File: src/rtl/spif_pkt_pkg.sv
// Shared SpiNNaker multicast packet layout, source tags and the odd-parity helper
// used by every sender that merges traffic onto the transceiver link.
package spif_pkt_pkg;

  localparam int PKT_BITS        = 72;
  localparam int HDR_LSB         = 0;
  localparam int KEY_LSB         = 8;
  localparam int PLD_LSB         = 40;
  localparam int PLD_PRESENT_BIT = 1;
  localparam int PARITY_BIT      = 0;

  typedef enum logic {
    SRC_EVT = 1'b0,
    SRC_DCP = 1'b1
  } src_t;

  // Payload bits of short packets are carried along but never covered by parity.
  function automatic logic odd_parity(input logic [PKT_BITS-1:0] pkt);
    logic [PKT_BITS-1:0] covered;
    covered = pkt;
    covered[PARITY_BIT] = 1'b0;
    if (!pkt[PLD_PRESENT_BIT]) covered[PKT_BITS-1:PLD_LSB] = '0;
    return ~(^covered);
  endfunction

endpackage

File: src/rtl/pkt_out_fifo.sv
// Two-entry valid/ready output buffer carrying a packet plus its source tag;
// the head entry is registered and drives the link directly.
module pkt_out_fifo
  import spif_pkt_pkg::*;
#(
  parameter int DATA_BITS = PKT_BITS
) (
  input  logic                 clk,
  input  logic                 reset,
  input  logic [DATA_BITS-1:0] push_data,
  input  src_t                 push_tag,
  input  logic                 push_vld,
  output logic                 push_rdy,
  output logic [DATA_BITS-1:0] pop_data,
  output src_t                 pop_tag,
  output logic                 pop_vld,
  input  logic                 pop_rdy
);

  logic [DATA_BITS-1:0] tail_data;
  src_t                 tail_tag;
  logic [1:0]           count;
  logic                 push;
  logic                 pop;

  assign pop_vld  = (count != 2'd0);
  assign pop      = pop_vld && pop_rdy;
  // A full buffer still takes a new entry when the head leaves in the same cycle.
  assign push_rdy = (count != 2'd2) || pop_rdy;
  assign push     = push_vld && push_rdy;

  always_ff @(posedge clk) begin
    if (reset) begin
      count     <= 2'd0;
      pop_data  <= '0;
      pop_tag   <= SRC_EVT;
      tail_data <= '0;
      tail_tag  <= SRC_EVT;
    end else begin
      if (push && ((count == 2'd0) || (count == 2'd1 && pop))) begin
        pop_data <= push_data;
        pop_tag  <= push_tag;
      end else if (pop && count == 2'd2) begin
        pop_data <= tail_data;
        pop_tag  <= tail_tag;
      end

      if (push && ((count == 2'd1 && !pop) || (count == 2'd2))) begin
        tail_data <= push_data;
        tail_tag  <= push_tag;
      end

      case ({push, pop})
        2'b10:   count <= count + 2'd1;
        2'b01:   count <= count - 2'd1;
        default: count <= count;
      endcase
    end
  end

endmodule

File: src/rtl/pkt_transmitter.sv
// Merges diagnostic counter replies and peripheral events onto the outgoing
// multicast link with round-robin arbitration and event parity regeneration.
module pkt_transmitter
  import spif_pkt_pkg::*;
#(
  parameter int PACKET_BITS = PKT_BITS,
  parameter bit FIX_PARITY  = 1'b1
) (
  input  logic                   clk,
  input  logic                   reset,
  input  logic [PACKET_BITS-1:0] dcp_data_in,
  input  logic                   dcp_vld_in,
  output logic                   dcp_rdy_out,
  input  logic [PACKET_BITS-1:0] evt_data_in,
  input  logic                   evt_vld_in,
  output logic                   evt_rdy_out,
  output logic [PACKET_BITS-1:0] pkt_data_out,
  output logic                   pkt_vld_out,
  input  logic                   pkt_rdy_in,
  output logic [1:0]             ptx_cnt_out
);

  src_t                   last_grant;
  src_t                   head_tag;
  src_t                   push_tag;
  logic                   space;
  logic                   dcp_acc;
  logic                   evt_acc;
  logic                   pop;
  logic [PACKET_BITS-1:0] evt_fixed;
  logic [PACKET_BITS-1:0] push_data;

  generate
    if (FIX_PARITY) begin : g_fix
      assign evt_fixed = {evt_data_in[PACKET_BITS-1:PLD_LSB],
                          evt_data_in[PLD_LSB-1:KEY_LSB],
                          evt_data_in[KEY_LSB-1:HDR_LSB+1],
                          odd_parity(evt_data_in)};
    end else begin : g_pass
      assign evt_fixed = evt_data_in;
    end
  endgenerate

  // Each ready is what the grant would be if its own source were valid, so a
  // ready never looks at its own valid; contested cycles favour the source
  // that lost last time.
  assign dcp_rdy_out = !reset && space && (!evt_vld_in || last_grant == SRC_EVT);
  assign evt_rdy_out = !reset && space && (!dcp_vld_in || last_grant == SRC_DCP);

  assign dcp_acc   = dcp_vld_in && dcp_rdy_out;
  assign evt_acc   = evt_vld_in && evt_rdy_out;
  assign push_data = dcp_acc ? dcp_data_in : evt_fixed;
  assign push_tag  = dcp_acc ? SRC_DCP : SRC_EVT;
  assign pop       = pkt_vld_out && pkt_rdy_in;

  pkt_out_fifo #(
    .DATA_BITS (PACKET_BITS)
  ) u_fifo (
    .clk       (clk),
    .reset     (reset),
    .push_data (push_data),
    .push_tag  (push_tag),
    .push_vld  (dcp_acc || evt_acc),
    .push_rdy  (space),
    .pop_data  (pkt_data_out),
    .pop_tag   (head_tag),
    .pop_vld   (pkt_vld_out),
    .pop_rdy   (pkt_rdy_in)
  );

  always_ff @(posedge clk) begin
    if (reset) begin
      last_grant  <= SRC_EVT;
      ptx_cnt_out <= 2'b00;
    end else begin
      if (dcp_acc)      last_grant <= SRC_DCP;
      else if (evt_acc) last_grant <= SRC_EVT;
      ptx_cnt_out <= pop ? ((head_tag == SRC_DCP) ? 2'b10 : 2'b01) : 2'b00;
    end
  end

endmodule

File: config.mk
export PLATFORM = sky130hd
export DESIGN_NAME = pkt_transmitter
export DESIGN_NICKNAME = d
export VERILOG_FILES = /design/src/rtl/spif_pkt_pkg.sv /design/src/rtl/pkt_out_fifo.sv /design/src/rtl/pkt_transmitter.sv
export SDC_FILE = /design/constraint.sdc
export NUM_CORES = 1
export LEC_CHECK = 0
export CAP_MARGIN = 25
export CORE_AREA = 4 4 154 112
export DETAILED_ROUTE_END_ITERATION = 7
export DIE_AREA = 0 0 158 116
export MAX_ROUTING_LAYER = met4
export PLACE_DENSITY = 0.8
export SLEW_MARGIN = 20
export SYNTH_ARGS = -nofsm -noshare
export SYNTH_HDL_FRONTEND = slang
export SYNTH_SLANG_ARGS = --single-unit
File: constraint.sdc
create_clock -name clk -period 2.49 [get_ports clk]
set_clock_uncertainty 0.1 [all_clocks]
set_input_delay 0.6225 -clock clk [delete_from_list [all_inputs] [get_ports clk]]
set_output_delay 0.6225 -clock clk [all_outputs]
set_load 0.05 [all_outputs]
# --- After elaboration in Yosys (flattened, before gate mapping) ---
# Cells that the tools add are included.
word_totals:
  ff_bits: 151
  output_inout_bits: 77
  input_bits: 149
  word_cells: 57
classes:
  mux: 11
  bitwise: 3
  eq_ne: 5
  reduce_logical: 29
  add_sub_neg: 2
ops:
  columns: ["cell", "count"]
  rows:
  - ["2-to-1 mux 72 bit", 3]
  - ["XOR reduction 72 bit", 1]
  - ["2-to-1 mux 32 bit", 1]
  - ["logical AND 1 bit", 12]
  - ["nonzero test 2 bit", 4]
  - ["logical OR 1 bit", 6]
  - ["2-to-1 mux 1 bit", 5]
  - ["equality test 2 x 1 -> 1 bit (second input constant)", 2]
  - ["equality test 2 bit (second input constant)", 2]
  - ["logical NOT 1 bit", 4]
  - ["one-hot mux 2 bit (2 select lines)", 1]
  - ["inverter 1 bit", 3]
  - ["adder 2 x 1 -> 2 bit (second input constant)", 1]
  - ["logical NOT 2 bit", 1]
  - ["2-to-1 mux 2 bit", 1]
  - ["inequality test 2 bit (second input constant)", 1]
  - ["OR reduction 2 bit", 1]
  - ["subtractor 2 x 1 -> 2 bit (second input constant)", 1]

# --- Logic depth before layout (Yosys ltp) ---
depth:
  word_depth: 9
  mapped_depth: 10
  depth_no_buf: 9

# --- By module ---
# A second synthesis with hierarchy kept.
unflattened:
  cells_unflattened: 910
  area_unflattened_um2: 8325.5
by_module_without_submodules:
  columns: ["module", "seq_area_each_um2", "cells_each", "instances", "area_each_um2"]
  rows:
  - ["pkt_out_fifo", 2962.8, 743, 1, 6721.4]
  - ["pkt_transmitter", 60.1, 167, 1, 1604.0]

# --- Worst setup path before layout ---
# No wires, ideal clock.
synth_path:
  path_kind: "input-to-reg"
  start: "input port reset"
  end: "register u_fifo.pop_data[36]"
  t_arrival_ns: 2.755
  path_slack_ns: -0.450
  t_required_ns: 2.304
  setup_time_ns: 0.086
  cell_stages: 8
  path_cell_list: "clkbuf_1 a21o_1 a21oi_1 nand2_1 buf_2 buf_2 mux2i_1 a211oi_1"
synth_via:
  elab_chain_len: 8
synth_rtl:
  columns: ["item", "line", "source"]
  rows:
  - ["from (decl)", "pkt_transmitter.sv:10", "input logic reset,"]
  - ["logical NOT 1 bit *", "pkt_transmitter.sv:47", "assign dcp_rdy_out = !reset && space && (!evt_vld_in || last_grant == SRC_EVT);"]
  - ["logical AND 1 bit * (2 in series)", "pkt_transmitter.sv:47", null]
  - ["via dcp_rdy_out", "pkt_transmitter.sv:13", "output logic dcp_rdy_out,"]
  - ["logical AND 1 bit *", "pkt_transmitter.sv:50", "assign dcp_acc = dcp_vld_in && dcp_rdy_out;"]
  - ["logical OR 1 bit", "pkt_transmitter.sv:63", ".push_vld (dcp_acc || evt_acc),"]
  - ["logical AND 1 bit", "pkt_out_fifo.sv:30", "assign push = push_vld && push_rdy;"]
  - ["logical AND 1 bit", "pkt_out_fifo.sv:40", "if (push && ((count == 2'd0) || (count == 2'd1 && pop))) begin"]
  - ["2-to-1 mux 72 bit / nonzero test 2 bit (equally long branches)", null, null]
  - ["to (signal assigned)", "pkt_out_fifo.sv:41", "pop_data <= push_data;"]
  - ["to (signal assigned)", "pkt_out_fifo.sv:44", "pop_data <= tail_data;"]
  - ["to (decl)", "pkt_out_fifo.sv:14", "output logic [DATA_BITS-1:0] pop_data,"]
# Mark *: on every way through the listed nets, which the timed path passes. The rest lies on a longest branch.
# A chain may end at the register's enable or synchronous reset.

# --- Final worst setup path ---
layout_path:
  start: "input port evt_data_in[38]"
  end: "register u_fifo.pop_data[0]"
layout_via:
  elab_chain_len: 4
layout_rtl:
  columns: ["item", "line", "source"]
  rows:
  - ["from (decl)", "pkt_transmitter.sv:14", "input logic [PACKET_BITS-1:0] evt_data_in,"]
  - ["XOR reduction 72 bit", "spif_pkt_pkg.sv:23", "return ~(^covered);"]
  - ["inverter 1 bit", "spif_pkt_pkg.sv:23", null]
  - ["2-to-1 mux 72 bit", "pkt_transmitter.sv:52", "assign push_data = dcp_acc ? dcp_data_in : evt_fixed;"]
  - ["2-to-1 mux 72 bit", "pkt_out_fifo.sv:40", null]
# No other way between the ends.

==> out/results.txt <==
Yosys top cell by area: dfxtp_1
# nets final: 1137
Max Clk Rate: 405.8 MHz
Maxcap violations: 0
Share of cells above drive strength 1: 13.94%
Die X: 158 um
Synth top area share: 41.39%
Slew Viols, Final: 0
Wire per inst: 16.49 um
Area of the mapped netlist: 0.007303 mm^2
Tmin final: 2.464 ns
Standard-cell rows: 39
Largest cells by area after synthesis: dfxtp_1 (41%), a211oi_1 (15%), mux2i_1 (9.9%)
RSZ-0062 raised after global routing: yes
Slack of the critical path: 0.02567 ns
Clk_lat worst skew: 0.42 ns
Final total power: 0.01157 W
Count of hold-fix buffers inserted at cts: 0
Mux cell area share after synthesis: 21.12%
Core area: 0.01586 mm^2
Final Setup Violations: 0
Routability congestion estimate: 0.7750
Full die area: 0.01833 mm^2
Vias in the first global route: 6067
Final instance area: 0.01100 mm^2
Syn Nets: 907
CP max FO: 2
Vias per inst: 5.160
Pin count of the biggest net entering global routing: 152
Xor and xnor fraction of the mapped netlist area: 8.874%
Worst vdd ir: 525.9 uV
Status: finished clean
Tightest Pin Transition: 0.6451 ns
First DRT Iteration DRCs: 274
DP Area: 0.01022 mm^2
Routed wire length: 19840 um
CTS tree: done
Die height: 116 um
Commonest cells after routing, fill and taps aside: clkdlybuf4s50_1 (200), dfxtp_1 (151), nor2_1 (148)
CTS Buf Count: 17
Syn Area/Cell: 9.686 um^2
Residual DRC: 0
Arr. time, crit path: 2.64 ns
Crit path capture type: register
Slew headroom: 57.00%
Initial antenna violation count: 1
Warnings from Yosys: 0
Fin. Hold Viols: 0
Commonest non-fill, non-tap cell in the layout: clkdlybuf4s50_1
First-pass GRT wire length: 30390 um
Total track usage: 21.58%
Reg clk slew, reported paths: 0.06 ns
ANT nets after route: 0
Sequential share of the synthesized area: 41.39%
CTS Sinks: 151
Worst Path Required: 2.67 ns
Root Driver: clkbuf_16
Setup Fix Bufs, Post-CTS: 0
Area grow syn2layout: 50.63%
Adder-Cell Fraction of Synth Area: 0.6853%
I/O Buffers: 224
Simple-Gate Fraction of Synth Area: 8.343%
Post-place setup slack: -0.5538 ns
P_leak: 4.608 nW
Ports: 226
Post-DP HPWL: 14150 um
CP Class: in2reg
Max H-tree Level: 4
Startpoint types: input port
Worst Hold Class: reg2reg
Cell count after synthesis: 754
Vias: 6207
Post-synthesis compound-gate area fraction: 15.69%
Starting Density: 46.05%
Synthesis-stage register bit count: 151
Grt ovf: 0
Fin crit share: 98.97%
Pre-antenna DRT Iters: 4
PwrDens: 1052 mW/mm^2
Yosys cell types: 27
Largest family of logic cells by synthesized area: multiplexers
Bufs on Longest Clock Path: 2
[power breakdown]
| group | switching, W | internal [W] | leakage [nW] |
|---|---|---|---|
| combinational | 0.00308 | 0.00232 | 3.06 |
| clock | 0.00105 | 0.00164 | 0.305 |
| sequential | 0.000349 | 0.00314 | 1.24 |
[layout make-up]
| cell class | count | area [um^2] |
|---|---|---|
| diodes | 1 | 2.502 |
| multi-input cells | 534 | 4141 |
| repair buffers | 274 | 2937 |
| flip-flops and latches | 151 | 3023 |
| clock buffers | 19 | 452.9 |
| clock inverters | 13 | 165.2 |
| well taps | 205 | 256.5 |
| inverters | 6 | 22.52 |
| fillers | 1253 | 4858 |
[cell usage after synthesis]
master,n
a211oi_1,145
a21o_1,1
a21oi_1,7
a22oi_1,1
buf_1,4
buf_2,14
buf_6,1
clkbuf_1,44
clkinv_1,1
dfxtp_1,151
ha_1,4
inv_1,4
inv_2,1
mux2_1,43
mux2_2,30
mux2i_1,72
nand2_1,6
nand3_1,1
nor2_1,150
nor3_1,1
nor3b_1,1
o21bai_1,1
or2_1,1
xnor2_1,56
xnor2_2,1
xnor3_1,2
xor2_1,11
[per-stage QoR]
step / hold WS (ns) / utilization, % / TNS (ns) / std cells
finish: 0.3354 / 69.36 / 0 / 1203
global route: 0.3693 / 69.36 / -0.03760 / 1203
CTS: 0.3405 / 68.52 / -0.01101 / 1202
detailed placement: 0.3306 / 64.46 / -32.72 / 1170
global placement: 0.3251 / 64.46 / -27.09 / 1170
floorplan: 0.3104 / - / 0 / 754
[cells by family (layout without fill, tap and decap cells)]
logic type,count (synthesis),after routing
AO/OA/AOI/OAI,155,155
XOR/XNOR,70,70
adder cells (fa/ha/maj),4,4
buffers and inverters,69,312
flip-flops,151,151
multiplexers,145,145
other,0,1
AND/OR/NAND/NOR,160,160
[state kept, by name (all words and copies together), names as in the netlist]
| name | count |
|---|---|
| u_fifo.tail_tag | 1 |
| u_fifo.pop_data | 72 |
| u_fifo.tail_data | 72 |
| u_fifo.count | 2 |
| ptx_cnt_out | 2 |
| u_fifo.pop_tag | 1 |
| last_grant | 1 |
[critical path: stages]
cell and delay (ns):
clkdlybuf4s50_1 0.44, xnor2_1 0.22, xnor2_1 0.13, buf_4 0.16
xnor2_2 0.14, xnor2_2 0.23, xnor2_2 0.14, xnor3_1 0.33
mux2i_1 0.14, a211oi_1 0.08
[metal layers]
layer	up-vias	share of wire, %	track usage [%]
met2	178	45	33.97
met3	29	9.0	7.540
met5	-	0	-
met1	2835	44	26.54
li1	3165	-	-
met4	0	1.5	5.909
[worst paths after layout]
check                       start                  end  slack (ns)  depth (start not counted)
setup / recovery  evt_data_in[38]   u_fifo.pop_data[0]        0.03                         10
hold reg to reg    u_fifo.pop_tag       ptx_cnt_out[0]        0.34                          1
setup reg to reg  u_fifo.count[0]  u_fifo.pop_data[64]        0.19                          8
hold / removal     u_fifo.pop_tag       ptx_cnt_out[0]        0.34                          1
[what timing repair did]
action,4_1_cts,5_1_grt
resized for setup,4,33
endpoints found under the setup margin,3,8
pin swaps,1,28
Note: power is estimated with default switching activity, not from simulation.
